<file path="src/rtl/display_scan_ctrl.sv">
// Four-digit time-multiplexed 7-segment scanner: steers the external nibble mux,
// hex-decodes the returned nibble and strobes one anode per slot after a blanking gap.
module display_scan_ctrl #(
    parameter int PRESCALE     = 50000,
    parameter int BLANK_CYCLES = 16
) (
    input  logic       clk,
    input  logic       reset,
    input  logic       en,
    input  logic [3:0] nibble_in,
    input  logic [3:0] dp_in,
    input  logic [3:0] digit_mask,
    output logic [1:0] sel,
    output logic [3:0] an,
    output logic [6:0] seg,
    output logic       dp,
    output logic       frame_tick
);

    localparam int            CW         = (PRESCALE > 1) ? $clog2(PRESCALE) : 1;
    localparam logic [CW-1:0] SLOT_LAST  = CW'(PRESCALE - 1);
    localparam logic [CW-1:0] BLANK_LAST = CW'(BLANK_CYCLES - 1);

    typedef enum logic [1:0] {
        IDLE  = 2'd0,
        BLANK = 2'd1,
        SHOW  = 2'd2
    } state_t;

    state_t        state, state_next;
    logic [CW-1:0] cnt, cnt_next;
    logic [1:0]    sel_next;
    logic [3:0]    an_next;
    logic [6:0]    seg_next;
    logic          dp_next;
    logic          tick_next;

    function automatic logic [6:0] hexdecode(input logic [3:0] v);
        logic [6:0] s;
        case (v)
            4'h0: s = 7'b1000000;
            4'h1: s = 7'b1111001;
            4'h2: s = 7'b0100100;
            4'h3: s = 7'b0110000;
            4'h4: s = 7'b0011001;
            4'h5: s = 7'b0010010;
            4'h6: s = 7'b0000010;
            4'h7: s = 7'b1111000;
            4'h8: s = 7'b0000000;
            4'h9: s = 7'b0010000;
            4'hA: s = 7'b0001000;
            4'hB: s = 7'b0000011;
            4'hC: s = 7'b1000110;
            4'hD: s = 7'b0100001;
            4'hE: s = 7'b0000110;
            default: s = 7'b0001110;
        endcase
        return s;
    endfunction

    always_comb begin
        // NOTE: every combinational output gets a default first so no path infers a latch.
        state_next = state;
        cnt_next   = cnt;
        sel_next   = sel;
        tick_next  = 1'b0;

        case (state)
            IDLE: begin
                cnt_next = '0;
                sel_next = '0;
                if (en) state_next = BLANK;
            end
            BLANK: begin
                if (!en) begin
                    state_next = IDLE;
                    cnt_next   = '0;
                    sel_next   = '0;
                end else begin
                    cnt_next = cnt + 1'b1;
                    if (cnt == BLANK_LAST) state_next = SHOW;
                end
            end
            SHOW: begin
                if (!en) begin
                    state_next = IDLE;
                    cnt_next   = '0;
                    sel_next   = '0;
                end else if (cnt == SLOT_LAST) begin
                    state_next = BLANK;
                    cnt_next   = '0;
                    sel_next   = sel + 2'd1;
                    tick_next  = (sel == 2'd3);
                end else begin
                    cnt_next = cnt + 1'b1;
                end
            end
            default: begin
                state_next = IDLE;
                cnt_next   = '0;
                sel_next   = '0;
            end
        endcase

        // Anodes follow the upcoming state so they are already off on the sel-change edge.
        an_next = 4'b1111;
        if (state_next == SHOW && digit_mask[sel_next]) an_next = ~(4'b0001 << sel_next);

        seg_next = 7'b1111111;
        dp_next  = 1'b1;
        if (state_next != IDLE) begin
            seg_next = hexdecode(nibble_in);
            dp_next  = ~dp_in[sel];
        end
    end

    always_ff @(posedge clk or posedge reset) begin
        if (reset) begin
            state      <= IDLE;
            cnt        <= '0;
            sel        <= '0;
            an         <= 4'b1111;
            seg        <= 7'b1111111;
            dp         <= 1'b1;
            frame_tick <= 1'b0;
        end else begin
            // NOTE: non-blocking so every register samples the pre-edge values together.
            state      <= state_next;
            cnt        <= cnt_next;
            sel        <= sel_next;
            an         <= an_next;
            seg        <= seg_next;
            dp         <= dp_next;
            frame_tick <= tick_next;
        end
    end

endmodule

</file>
<file path="config.mk">
export PLATFORM = sky130hd
export DESIGN_NAME = display_scan_ctrl
export DESIGN_NICKNAME = d
export VERILOG_FILES = /design/src/rtl/display_scan_ctrl.sv
export SDC_FILE = /design/constraint.sdc
export NUM_CORES = 1
export LEC_CHECK = 0
export CAP_MARGIN = 25
export CORE_AREA = 2 2 68 70
export DETAILED_ROUTE_END_ITERATION = 10
export DIE_AREA = 0 0 70 72
export HOLD_SLACK_MARGIN = 0.06
export PLACE_DENSITY = 0.79
export SYNTH_ARGS = -nofsm -noshare
export SYNTH_HDL_FRONTEND = slang
export SYNTH_SLANG_ARGS = --single-unit
</file>
<file path="constraint.sdc">
create_clock -name clk -period 2.1 [get_ports clk]
set_input_delay 0.525 -clock clk [delete_from_list [all_inputs] [get_ports clk]]
set_output_delay 0.525 -clock clk [all_outputs]
set_load 0.01 [all_outputs]
</file>
---- Yosys cells after proc, flatten, opt, wreduce, memory -nomap -nowiden ----
Memories as Yosys holds them, arrays and structs flattened.
Index checks and enable logic that the tools add are counted.
cells by class
  reductions and logical operators ........ 3
  bitwise gates (word level) .............. 2
  shifts and indexed selects .............. 1
  equal/unequal tests ..................... 6
  magnitude comparators ................... 2
  add/subtract/negate cells ............... 2
  muxes and demuxes ....................... 24
operator list
  operator                                                    count
  two-way mux 16 bit                                          3
  case mux 16 bit (2 select lines)                            1
  adder 16 x 1 -> 16 bit, second input constant               1
  equality test 16 bit, second input constant                 1
  equality test 16 x 4 -> 1 bit, second input constant        1
  two-way mux 2 bit                                           8
  two-way mux 7 bit                                           1
  equality test 2 bit, second input constant                  3
  less-than comparator 2 x 3 -> 1 bit, second input constant  2
  two-way mux 1 bit                                           6
  case mux 2 bit (3 select lines)                             1
  binary-select mux 1 bit (select 2 bit)                      2
  two-way mux 4 bit                                           1
  NOT 4 bit                                                   1
  case mux 2 bit (2 select lines)                             1
  << shifter 1 x 2 -> 4 bit, first input constant             1
  adder 2 x 1 -> 2 bit, second input constant                 1
  equality test 2 x 1 -> 1 bit, second input constant         1
  logical NOT 2 bit                                           1
  nonzero test 2 bit                                          1
  logical AND 1 bit                                           1
  NOT 1 bit                                                   1
word-level totals
  logic and storage cells ................. 48
  ROM bits ................................ 112
  input bits .............................. 15
  flip-flop bits (word level) ............. 33
  output and inout bits ................... 15
  memories ................................ 1
memory list
  name              depth  width  read ports  clocked after memory_dff  write ports  line  text
  (name not given)  16     7      1           0                         0            40    case (v)

---- Logic depth before layout (Yosys ltp) ----
  depth in word-level cells ............... 8
  depth in mapped cells ................... 8
  depth with buffers taken out ............ 7

---- Least setup slack after synthesis ----
No wires, ideal clock.
  path kind ............................... reg2reg
  from .................................... register state[0]
  to ...................................... register seg[0]
  stages on the path, launching flop included .. 8
  slack ................................... 349 ps
  arrival ................................. 1654 ps
  path buffers ............................ 0
  required time ........................... 2003 ps
  cells stage by stage .................... dfrtp_1 inv_1 ha_1 a21oi_1 or3b_2 a2bb2oi_1 nand2_1 o221ai_1
RTL lines
  element                                            line  text
  from (decl)                                        30    state_t state, state_next;
  from (signal assigned)                             128   state <= state_next;
  equality test 2 bit, or another cell as far along  68    case (state)
  case mux 2 bit (3 select lines) (*)                68
  net state_next[1]                                  30
  nonzero test 2 bit (*)                             111   if (state_next != IDLE) begin
  two-way mux 7 bit (*)                              111
  net seg_next[0]                                    34    logic [6:0] seg_next;
  to (signal assigned)                               132   seg <= seg_next;
  to (decl)                                          15    output logic [6:0] seg,
The timed path passes the listed nets; every way through them passes the cells marked *.

---- Worst setup path after layout ----
  from .................................... register state[1]
  to ...................................... register an[2]
on the way
  cells in the longest elaborated chain, start to end .. 6
RTL lines
  element                                                                                           line     text
  equality test 2 bit, or another cell as far along                                                 68
  case mux 2 bit (2 select lines), or another cell as far along                                     68
  binary-select mux 1 bit (select 2 bit) / case mux 2 bit (3 select lines) (equally long branches)  107, 68
  two-way mux 1 bit (implied by the code) / equality test 2 bit (equally long branches)             107      if (state_next == SHOW && digit_mask[sel_next]) an_next = ~(4'b0001 << sel_next);
  logical AND 1 bit                                                                                 107
  two-way mux 4 bit (*)                                                                             107
  net an_next[2]                                                                                    33       logic [3:0] an_next;
  to (signal assigned)                                                                              131      an <= an_next;
  to (decl)                                                                                         14       output logic [3:0] an,
The timed path passes the listed nets; every way through them passes the cells marked *. The select of a mux whose other input is x is not followed.

==> run_results.csv <==
group,metric,value,unit
clock_tree,clk_path_buf_depth,2,
global_routing,grt_pass1_vias,1380,
route,top_layer_used,"met4",
die,die_h,72,µm
logic_synthesis,synth-edff-count,0,
critical_path,timing.rr.start,"state[1]",
hold_path,hold_path_depth,1,
cells_and_area,num-nets-final,250,
logic_synthesis,syn-num-nets,211,
route,num_vias,1455,
critical_path,crit_type,"reg2reg",
sta,fin_crit,1.95,ns
placed_design,dpl_worst_slack,-0.101,ns
global_routing,grt_overflow,0,
clock_tree,insertion_delay,0.29,ns
global_routing,grt_max_degree,34,
sta,tightest_slew,0.398,ns
sta,relSlewSlack,0.735,
die,fp-row-count,24,
route,first_pass_iters,4,
route,wl_per_cell,12.7,µm
logic_synthesis,synthArstFlopShare,1.00,
die,core_area,4260,µm²
sta,post-route-period-util,0.928,
cells_and_area,area_delta_synth_final,26.4,%
clock_tree,cts_hold_buf,0,
cells_and_area,design_area,2330,µm²
hold_path,hp-class,"reg2reg",
global_routing,antenna_found_initial,0,
critical_path,reg2regPathDepth,7,
sta,fmax,0.513,GHz
clock_tree,htreeDepth,2,
sta,setup_ws,0.152,ns
route,met2_length,1.64,mm
global_routing,grt_pass1_wl,6.08,mm
logic_synthesis,ys_seq_area_frac,0.455,
die,die_w,70,µm
cells_and_area,final_cell_mix,"29 x clkdlybuf4s50_1, 22 x nor2_1, 21 x dfrtp_1, 15 x nand2_1, 12 x dfstp_2",
placed_design,place_area,2240,µm²
placed_design,io_buffers,29,
clock_tree,clk_pin_slew,0.06,ns
job,max_cap_violations,0,
logic_synthesis,avgSynthCellArea,10.0,µm²
pwr,p_per_area,762,nW/µm²
critical_path,crit_path_end_kind,"register",
cells_and_area,final_common_cell,"clkdlybuf4s50_1",
sta,drv_slew,0,
clock_tree,cts_root_buf,"clkbuf_8",
route,wl_met3,216,µm
die,io_pins,30,
route,wl_met1,1.58,mm
critical_path,startpoint_type,"register",
sta,hold_viol_final,0,
route,vias_per_cell,5.27,
route,totalWireLength,3.51,mm
cells_and_area,final_util,0.548,
route,drc,0,
clock_tree,numCtsBuffers,5,
sta,rsz0062_at_grt,"no",
sta,clock_skew,0.00520,ns
critical_path,cp.arrival,2.15,ns
logic_synthesis,netlist_area,1850,µm²
logic_synthesis,ys_types,43,
die,start_util,0.433,
global_routing,track_usage,0.153,
route,drtIter0Drc,151,
critical_path,cp_max_fo,6,
hold_path,min_from,"cnt[0]",
cells_and_area,antenna_cells,0,
pwr,power_leakage,0.986,nW
sta,setup_violations,0,
clock_tree,cts_tree,"done",
logic_synthesis,synthCells,184,
pwr,vdd_drop_max,0.365,mV
critical_path,worst-endpoint-required,2.30,ns
placed_design,dp_hpwl,2.56,mm
placed_design,place.gp.congestion,0.912,
logic_synthesis,yosys_warnings,0,
logic_synthesis,synthFlopType,"dfrtp_1",
die,dieArea,5040,µm²
clock_tree,cts.sinks,33,
cells_and_area,drive_gt1_frac,0.179,
critical_path,r2r-end,"an[2]",
route,postRouteAntennaNets,0,
critical_path,r2r_setup_slack,0.15,ns
status,status,"complete, no violations",
logic_synthesis,ys_ff_latch,33,
cells_and_area,fillerInstances,380,
hold_path,holdPathEnd,"cnt[0]",
-- logic make-up (layout without fill, tap and decap cells) --
kind of cell,after synthesis,count (layout),synth area share
flops,33,33,0.455
compound gates,27,27,0.102
xor+xnor,14,14,0.0664
mux,3,3,0.0237
simple gates,80,80,0.238
buf+inv,15,55,0.0332
fa+ha+maj,12,12,0.0813
-- cells in the mapped netlist, types with 2 or more instances --
library cell | number | area (µm²)
a21oi_1 | 3 | 15.0
a22oi_1 | 2 | 15.0
and3_1 | 4 | 25.0
buf_2 | 4 | 20.0
clkbuf_1 | 2 | 7.51
dfrtp_1 | 21 | 526
dfstp_2 | 12 | 315
ha_1 | 12 | 150
inv_1 | 9 | 33.8
nand2_1 | 16 | 60.1
nand3_1 | 10 | 50.1
nand4_1 | 5 | 31.3
nand4b_1 | 2 | 17.5
nor2_1 | 22 | 82.6
nor3_1 | 5 | 25.0
nor4_1 | 4 | 25.0
o21ai_0 | 11 | 55.1
o221ai_1 | 2 | 17.5
or3b_2 | 2 | 17.5
xnor2_1 | 7 | 61.3
xor2_1 | 7 | 61.3
-- power breakdown --
group          internal [W]  switching (W)  total, W  leakage (nW)
Clock              0.000235       0.000212  0.000447        0.0395
Sequential         0.000762      0.0000387  0.000801         0.418
Combinational      0.000276       0.000256  0.000532         0.529
-- routing by layer --
layer | vias up | GRT usage
met5 | - | 0
met3 | 6 | 0.0514
li1 | 728 | -
met1 | 678 | 0.197
met2 | 43 | 0.235
met4 | 0 | 0.0726
-- how the worst max path moves through the flow --
stage	startpoint	endpoint	slack, ns	cells past startpoint
after floorplan	state[0]	seg[0]	0.35	7
after global placement	en	seg[3]	-0.07	6
after detailed placement	en	seg[1]	-0.10	5
after CTS	state[1]	seg[3]	0.11	7
after global routing	cnt[0]	an[1]	0.009	7
final	state[1]	an[2]	0.15	7
-- metrics by stage --
step | power, W | instances | hold slack (ns) | TNS, ns
6_report | 0.00178 | 276 | 0.492 | 0
5_1_grt | 0.00189 | 276 | 0.533 | 0
4_1_cts | 0.00178 | 276 | 0.499 | 0
3_5_place_dp | 0.00133 | 268 | 0.491 | -0.656
3_3_place_gp | 0.00132 | 268 | 0.473 | -0.391
2_1_floorplan | 0.00109 | 184 | 0.448 | 0
-- what timing repair did --
item                                    CTS  global route
hold endpoints to repair                  0             0
endpoints found under the setup margin    0            11
gates resized for setup                   0             3
setup buffers                             0             0
-- state kept, by name, indices dropped and copies added, names as in the netlist --
register    cells
an              4
cnt            16
dp              1
frame_tick      1
seg             7
sel             2
state           2
-- worst max-delay path, cell delays in order, from the launching register on --
cell and delay (ns):
dfrtp_1 0.43, inv_1 0.14, ha_2 0.27, a21oi_1 0.08, or3b_2 0.43, a2bb2oi_1 0.17
a2bb2oi_2 0.22, nand4_1 0.13
-- area by class of cell --
type                            instances  area (µm²)  area share
Sequential cell                        33         841       0.360
Inverter                                9        33.8      0.0145
Multi-Input combinational cell        136         957       0.410
Tap cell                               52        65.1      0.0279
Clock buffer                            8        80.1      0.0343
Timing Repair Buffer                   38         358       0.153
(Power assumes the default switching activity.)
